### src/rtl/bcd_to_dec_decoder_if.sv
// Bus bundle for the BCD to 1-of-9 decimal decoder: enable, BCD weights in, decoded lines out.
// The decoder connects through the slave modport; the driver of the BCD code uses master.
interface bcd_to_dec_decoder_if;
  logic en;
  logic A1;
  logic A2;
  logic A4;
  logic A8;
  logic B1;
  logic B2;
  logic B3;
  logic B4;
  logic B5;
  logic B6;
  logic B7;
  logic B8;
  logic B9;
  logic zero;
  logic err;

  modport master (
    output en, A1, A2, A4, A8,
    input  B1, B2, B3, B4, B5, B6, B7, B8, B9, zero, err
  );

  modport slave (
    input  en, A1, A2, A4, A8,
    output B1, B2, B3, B4, B5, B6, B7, B8, B9, zero, err
  );
endinterface

### src/rtl/bcd_to_dec_decoder.sv
// BCD digit to 1-of-9 decimal line decoder with zero/illegal-code flags.
// Optionally registered (enable, async active-high reset) and optionally active-low at the port.
module bcd_to_dec_decoder #(
  parameter bit OUT_ACTIVE_LOW = 1'b0,
  parameter bit REGISTERED     = 1'b1
) (
  input  logic               clk,
  input  logic               rst,
  bcd_to_dec_decoder_if.slave bus_if
);

  // Vector layout, active-high sense: [8:0] = B9..B1, [9] = zero, [10] = err.
  function automatic logic [10:0] decode_f(input logic [3:0] code);
    logic [10:0] v;
    case (code)
      4'd0:    v = 11'b010_0000_0000;
      4'd1:    v = 11'b000_0000_0001;
      4'd2:    v = 11'b000_0000_0010;
      4'd3:    v = 11'b000_0000_0100;
      4'd4:    v = 11'b000_0000_1000;
      4'd5:    v = 11'b000_0001_0000;
      4'd6:    v = 11'b000_0010_0000;
      4'd7:    v = 11'b000_0100_0000;
      4'd8:    v = 11'b000_1000_0000;
      4'd9:    v = 11'b001_0000_0000;
      default: v = 11'b100_0000_0000;
    endcase
    return v;
  endfunction

  logic [3:0]  code_s;
  logic [10:0] dec_d;
  logic [10:0] act_s;
  logic [10:0] port_s;

  assign code_s = {bus_if.A8, bus_if.A4, bus_if.A2, bus_if.A1};
  assign dec_d  = decode_f(code_s);

  generate
    if (REGISTERED) begin : g_reg
      logic [10:0] dec_q;

      // Capture the decoded digit on enabled edges; reset parks every line inactive.
      always_ff @(posedge clk or posedge rst) begin
        if (rst) begin
          dec_q <= 11'b000_0000_0000;
        end else if (bus_if.en) begin
          dec_q <= dec_d;
        end
      end

      assign act_s = dec_q;
    end else begin : g_comb
      logic unused_ok_s;
      assign unused_ok_s = ^{clk, rst, bus_if.en};
      assign act_s       = dec_d;
    end
  endgenerate

  // Inactive level (including reset) becomes 1 when the port is active-low.
  assign port_s = act_s ^ {11{OUT_ACTIVE_LOW}};

  assign bus_if.B1   = port_s[0];
  assign bus_if.B2   = port_s[1];
  assign bus_if.B3   = port_s[2];
  assign bus_if.B4   = port_s[3];
  assign bus_if.B5   = port_s[4];
  assign bus_if.B6   = port_s[5];
  assign bus_if.B7   = port_s[6];
  assign bus_if.B8   = port_s[7];
  assign bus_if.B9   = port_s[8];
  assign bus_if.zero = port_s[9];
  assign bus_if.err  = port_s[10];

endmodule

### src/flat_wrapper.sv
// flat-port wrapper written by rule: the top's interface ports become plain ports
module bcd_to_dec_decoder_flat 
#(
  parameter bit OUT_ACTIVE_LOW = 1'b0,
  parameter bit REGISTERED     = 1'b1
)
  (clk, rst, bus_if_en, bus_if_A1, bus_if_A2, bus_if_A4, bus_if_A8, bus_if_B1, bus_if_B2, bus_if_B3, bus_if_B4, bus_if_B5, bus_if_B6, bus_if_B7, bus_if_B8, bus_if_B9, bus_if_zero, bus_if_err);
  bcd_to_dec_decoder_if bus_if_i ();
  input  logic clk;
  input  logic rst;
  input wire logic [$bits(bus_if_i.en)-1:0] bus_if_en;
  input wire logic [$bits(bus_if_i.A1)-1:0] bus_if_A1;
  input wire logic [$bits(bus_if_i.A2)-1:0] bus_if_A2;
  input wire logic [$bits(bus_if_i.A4)-1:0] bus_if_A4;
  input wire logic [$bits(bus_if_i.A8)-1:0] bus_if_A8;
  output wire logic [$bits(bus_if_i.B1)-1:0] bus_if_B1;
  output wire logic [$bits(bus_if_i.B2)-1:0] bus_if_B2;
  output wire logic [$bits(bus_if_i.B3)-1:0] bus_if_B3;
  output wire logic [$bits(bus_if_i.B4)-1:0] bus_if_B4;
  output wire logic [$bits(bus_if_i.B5)-1:0] bus_if_B5;
  output wire logic [$bits(bus_if_i.B6)-1:0] bus_if_B6;
  output wire logic [$bits(bus_if_i.B7)-1:0] bus_if_B7;
  output wire logic [$bits(bus_if_i.B8)-1:0] bus_if_B8;
  output wire logic [$bits(bus_if_i.B9)-1:0] bus_if_B9;
  output wire logic [$bits(bus_if_i.zero)-1:0] bus_if_zero;
  output wire logic [$bits(bus_if_i.err)-1:0] bus_if_err;
  assign bus_if_i.en = bus_if_en;
  assign bus_if_i.A1 = bus_if_A1;
  assign bus_if_i.A2 = bus_if_A2;
  assign bus_if_i.A4 = bus_if_A4;
  assign bus_if_i.A8 = bus_if_A8;
  assign bus_if_B1 = bus_if_i.B1;
  assign bus_if_B2 = bus_if_i.B2;
  assign bus_if_B3 = bus_if_i.B3;
  assign bus_if_B4 = bus_if_i.B4;
  assign bus_if_B5 = bus_if_i.B5;
  assign bus_if_B6 = bus_if_i.B6;
  assign bus_if_B7 = bus_if_i.B7;
  assign bus_if_B8 = bus_if_i.B8;
  assign bus_if_B9 = bus_if_i.B9;
  assign bus_if_zero = bus_if_i.zero;
  assign bus_if_err = bus_if_i.err;
  bcd_to_dec_decoder #(.OUT_ACTIVE_LOW(OUT_ACTIVE_LOW), .REGISTERED(REGISTERED)) u_core (.clk(clk), .rst(rst), .bus_if(bus_if_i));
endmodule
### config.mk
export PLATFORM = sky130hd
export DESIGN_NAME = bcd_to_dec_decoder_flat
export DESIGN_NICKNAME = d
export VERILOG_FILES = /design/src/rtl/bcd_to_dec_decoder_if.sv /design/src/rtl/bcd_to_dec_decoder.sv /design/src/flat_wrapper.sv
export SDC_FILE = /design/constraint.sdc
export NUM_CORES = 1
export LEC_CHECK = 0
export ABC_AREA = 1
export CORE_AREA = 2 2 39 41
export DETAILED_ROUTE_END_ITERATION = 12
export DIE_AREA = 0 0 41 43
export HOLD_SLACK_MARGIN = 0.1
export PLACE_DENSITY = 0.68
export SLEW_MARGIN = 20
export SYNTH_ARGS = -nofsm -noshare
export SYNTH_HDL_FRONTEND = slang
export SYNTH_SLANG_ARGS = --single-unit
### constraint.sdc
create_clock -name clk -period 0.8 [get_ports clk]
set_input_delay 0.12 -clock clk [delete_from_list [all_inputs] [get_ports clk]]
set_output_delay 0.12 -clock clk [all_outputs]
set_load 0.02 [all_outputs]
==> results of run 1 <==
cells in the mapped netlist:
master	count
nor2_4	1
o21ai_1	2
nor2_1	4
dfrtp_1	11
buf_6	1
nand2_1	22
nand3_1	8
inv_1	6
o21ai_0	2
inv_2	2
cell usage in the layout (no fill, tap or decap):
| cell type | n |
|---|---|
| buf_6 | 11 |
| o21ai_1 | 3 |
| inv_4 | 1 |
| clkbuf_4 | 3 |
| clkbuf_1 | 1 |
| dfrtp_1 | 11 |
| buf_4 | 8 |
| nand3_1 | 8 |
| dlygate4sd2_1 | 2 |
| inv_1 | 6 |
| clkdlybuf4s50_1 | 1 |
| buf_12 | 1 |
| inv_2 | 1 |
| dlymetal6s2s_1 | 3 |
| nor2_4 | 1 |
| nand2_1 | 22 |
| o21ai_0 | 1 |
| nor2_1 | 4 |
per-layer routing:
metal	wire length [um]	global-route usage [%]
met5	0	0
met4	9	8.00
met1	461	21.7
met2	498	17.5
met3	56	4.71
final cells by class:
class | count | area (um^2) | share of cell area (%)
clock buffer | 4 | 26.3 | 3.32
tap | 16 | 20.0 | 2.53
multi-input combinational | 39 | 169 | 21.3
inverter | 8 | 32.5 | 4.11
timing repair buffer | 26 | 269 | 34.0
sequential | 11 | 275 | 34.8
per-stage QoR:
stage	instance area, um^2	setup slack (ns)	setup TNS [ns]	total power [mW]	hold WS [ns]
after global placement	692	-0.278	-5.49	0.804	0.427
after global routing	792	-0.139	-1.45	1.25	0.183
after floorplan	485	0.0979	0	0.695	-0.0276
after CTS	762	-0.120	-1.24	1.20	0.151
after detailed placement	692	-0.285	-5.56	0.805	0.433
final	792	-0.116	-1.15	1.19	0.156
report_power, final:
group          internal (mW)  switching [mW]  leakage (nW)  total [mW]
combinational          0.114           0.113         0.305       0.227
clock                  0.193           0.181        0.0150       0.373
sequential             0.578          0.0148         0.150       0.593
total                  0.885           0.309         0.470        1.19
worst max-delay path by stage:
| stage | to | from |
|---|---|---|
| finish | bus_if_B1 | u_core.act_s[0] |
| detailed placement | u_core.act_s[0] | bus_if_A1 |
| global placement | u_core.act_s[0] | bus_if_A1 |
| global route | bus_if_B2 | u_core.act_s[1] |
| floorplan | u_core.act_s[4] | u_core.act_s[4] |
| CTS | bus_if_B2 | u_core.act_s[1] |
cells by family after synthesis:
kind of cell | Yosys count
buffers and inverters | 9
AOI/OAI and AO/OA | 4
and+or+nand+nor | 35
DFF | 11
timing repair:
action / CTS / global route
hold endpoints to repair: 0 / 0
setup buffers: 4 / 3
gates resized for setup: 69 / 4
setup endpoints to repair: 17 / 22
==> impl_results.md, run 1 <==
- Max Cap Viol: 0
- Post-synthesis register bit count: 11
- Synth Instances: 59
- Period utilisation layout: 114%
- Peak VDD IR: 0.00103 V
- Final Max Tran Viols: 0
- Post-Syn Area: 485 um^2
- Post-synth top area cell: dfrtp_1
- Core ar.: 0.00138 mm^2
- Yosys top cell area share: 56.7%
- Post-synthesis sequential area ratio: 56.7%
- Setup slack, reg-to-reg: 0.04 ns
- Worst slew pin tran: 0.213 ns
- CP peak stage delay: 0.40 ns
- Worst Setup End Kind: output port
- Largest net degree at the start of global routing: 13
- Largest family of logic cells by synthesized area: simple AND/OR/NAND/NOR gates
- # IOs: 18
- CTS tree: yes
- Antenna diodes: 0
- CP cell instances: buf_6
- RSZ-0062 raised after global routing: yes
- Pre-antenna DRT Iters: 4
- P&R area growth vs syn: 63.1%
- Crit-path slowest cell: dfrtp_1
- Leakage power: 0.470 nW
- Cts hold-fix bufs: 0
- Routed WL: 1030 um
- Hold WC Path Type: in2async
- Via count: 464
- Distinct cell type count after synthesis: 10
- Share of cells above drive strength 1: 29.5%
- DRC: 0
- Routed Antenna Nets: 0
- Fin util: 57.2%
- Routability cong.: 0.737
- Chip width: 41 um
- Synth Area in Simple Gates: 30.7%
- Mean Syn Cell Area: 8.23 um^2
- Bufs and invs on worst path: 1
- Antenna violations before repair: 0
- Worst-path clk slew: 0.07 ns
- Wire per inst: 9.86 um
- Critical Path Start Type: flop
- Grt ovf: 0
- First-pass GRT wire length: 1700 um
- Critical path arrival: 0.80 ns
- Outcome: finished, violations left
- Port bufs: 17
- CP top delay family: flip-flops
- Worst setup margin: -0.116 ns
- Multiplexer area fraction after synthesis: 0%
- Final Hold Viols: 0
- Fill cell count: 131
- Post-DP HPWL: 721 um
- Cell count after placement: 93
- Via/cell ratio: 4.46
- Rel. slew slack: 85.8%
- Post-route insts no fill: 104
- Number of global-route vias before repair: 413
- Clk sinks: 11
- Worst Path Max Fanout: 2
- Num rows: 14
- Post-synthesis xor/xnor area fraction: 0%
- Critical path depth: 1
- Fmax: 1.09 GHz
- Type of the worst setup path: reg2out
- CTS root buffer: clkbuf_4
- CTS H-tree depth: 1
- Worst-case reg-to-reg path depth: 3
- Skew final: 0 ns
- Top cells by area, synth: dfrtp_1 (57%), nand2_1 (17%), nand3_1 (8.2%)
- Fin nets: 96
- Worst skew pair latency: 0.26 ns
- Initial Util: 35.1%
- FF-to-FF End: u_core.act_s[0]
- Failing checks: setup timing
- Die span in y: 43 um
- Die ar.: 0.00176 mm^2
- Warnings, synthesis: 0
- Fin crit period: 0.916 ns
- Post-synthesis compound-gate area fraction: 4.12%
- Adder-Cell Fraction of Synth Area: 0%
- GR Util All Layers: 14.4%
- Clk buf depth: 2
- Syn_nets: 66
- Max reg flops: 11
- Final setup fails: 11
- Initial DRC Count: 9
- PwrDens: 1510 mW/mm^2
- Reg-to-Reg Start: u_core.act_s[0]
- CP required: 0.68 ns
- Number of CTS-inserted buffers: 3
(Power assumes the default switching activity.)
==> run 2, diff against run 1 <==
SETUP_SLACK_MARGIN = 0.05   (was default)
==> run 2 against run 1 <==
Against the previous run:
- the flow still finishes with violations (setup timing)
- setup slack lost 0.00060 ns
- sequential power about the same
- non-clock buffer count did not move
- wire length grew 1.5%
- hold slack better by 0.00063 ns
- cell count stayed put
- register-to-register slack about the same
- critical path type unchanged
- highest routed layer unchanged
- count of clock-buffer cells in the layout stayed put
- via count is the same
- sequential share of layout area decreased by 0.22 points
- combinational power is 3% higher
- critical endpoint is now bus_if_err
==> impl_results.md, run 2 (synthesized netlist as in run 1, its figures left out) <==
- Outcome: finished, violations left
- Failing checks: setup timing
- Worst Setup End Kind: output port
- Final Max Tran Viols: 0
- Peak VDD IR: 0.00102 V
- CP required: 0.68 ns
- Hold WC Path Type: in2async
- Routed WL: 1040 um
- Most frequent cells in the layout: nand2_1 (18), buf_6 (12), dfrtp_1 (11)
- Antenna violations before repair: 0
- Worst-path clk slew: 0.07 ns
- Largest net degree at the start of global routing: 13
- CTS H-tree depth: 1
- CP top delay family: flip-flops
- Period utilisation layout: 115%
- CP peak stage delay: 0.40 ns
- CTS tree: yes
- Routed Antenna Nets: 0
- Min Hold Slack: 0.157 ns
- Reg-to-Reg Start: u_core.act_s[0]
- Worst Path Max Fanout: 2
- Crit-path slowest cell: dfrtp_1
- Pre-CTS setup slack: -0.285 ns
- Clk sinks: 11
- Worst skew pair latency: 0.26 ns
- First-pass GRT wire length: 1700 um
- # IOs: 18
- Skew final: 0 ns
- Final Hold Viols: 0
- P&R area growth vs syn: 64.2%
- Fmax: 1.09 GHz
- Post-DP HPWL: 721 um
- Max Cap Viol: 0
- Worst slew pin tran: 0.216 ns
- Leakage power: 0.450 nW
- Fin util: 57.6%
- Pre-antenna DRT Iters: 2
- Type of the worst setup path: reg2out
- Antenna diodes: 0
- Bufs and invs on worst path: 1
- Setup slack, reg-to-reg: 0.05 ns
- Port bufs: 17
- Final setup fails: 11
- Num rows: 14
- Fin nets: 96
- RSZ-0062 raised after global routing: yes
- CTS root buffer: clkbuf_4
- GR Util All Layers: 14.4%
- Fin crit period: 0.916 ns
- Core ar.: 0.00138 mm^2
- Die ar.: 0.00176 mm^2
- Initial Util: 35.1%
- DRC: 0
- Number of global-route vias before repair: 413
- Most common cell after layout, fill and taps aside: nand2_1
- PwrDens: 1510 mW/mm^2
- Critical Path Start Type: flop
- Worst-case reg-to-reg path depth: 3
- Routability cong.: 0.737
- FF-to-FF End: u_core.act_s[0]
- CP cell instances: buf_6
- Chip width: 41 um
- Critical path arrival: 0.80 ns
- Initial DRC Count: 6
- Rel. slew slack: 85.6%
- Wire per inst: 10.0 um
- Via/cell ratio: 4.46
- Number of CTS-inserted buffers: 3
- Tot Pwr: 1.20 mW
- Via count: 464
- Grt ovf: 0
- Clk buf depth: 2
- Worst setup margin: -0.116 ns
- Share of cells above drive strength 1: 35.2%
- Die span in y: 43 um
- Max reg flops: 11
-- run 2: worst max-delay path by stage --
stage	to	from	cells past startpoint	slack [ns]
global route	bus_if_err	u_core.act_s[10]	1	-0.14
floorplan	u_core.act_s[4]	u_core.act_s[4]	2	0.1
finish	bus_if_err	u_core.act_s[10]	1	-0.12
detailed placement	u_core.act_s[0]	bus_if_A1	5	-0.28
CTS	bus_if_B2	u_core.act_s[1]	1	-0.12
global placement	u_core.act_s[0]	bus_if_A1	5	-0.28
-- run 2: repair_timing --
| action | CTS | global route |
|---|---|---|
| setup endpoints to repair | 21 | 15 |
| pin swaps | 0 | 2 |
| resized for setup | 75 | 5 |
| setup buffers | 4 | 4 |
| hold buffers | 0 | 0 |
-- run 2: area by class of cell --
class,count,area (um^2)
fill,129,587
sequential,11,275
timing repair buffer,26,262
multi-input combinational,39,181
inverter,8,32.5
clock buffer,4,26.3
tap,16,20.0
-- run 2: metrics by stage --
step	std cells	setup TNS (ns)	cell area (um^2)
floorplan	59	0	485
global placement	93	-5.49	692
detailed placement	93	-5.56	692
CTS	101	-1.24	761
global route	104	-1.45	797
finish	104	-1.17	797
-- run 2: layer usage --
| metal | GRT usage, % | vias to the layer above | part of all wire, % |
|---|---|---|---|
| met5 | 0 | - | 0 |
| met4 | 8.00 | 0 | 0.87 |
| met3 | 4.71 | 2 | 5.4 |
| met2 | 17.5 | 12 | 48 |
| met1 | 21.7 | 208 | 46 |
| li1 | - | 242 | - |
-- run 2: power by group --
part / switching [mW] / internal (mW) / total [mW]
Clock: 0.180 / 0.193 / 0.373
Sequential: 0.0156 / 0.578 / 0.594
Combinational: 0.118 / 0.115 / 0.234
-- run 2: tightest hold or removal path, delay by kind of cell --
family | cells | cell delay, ns
buffers and inverters | 3 | 0.63
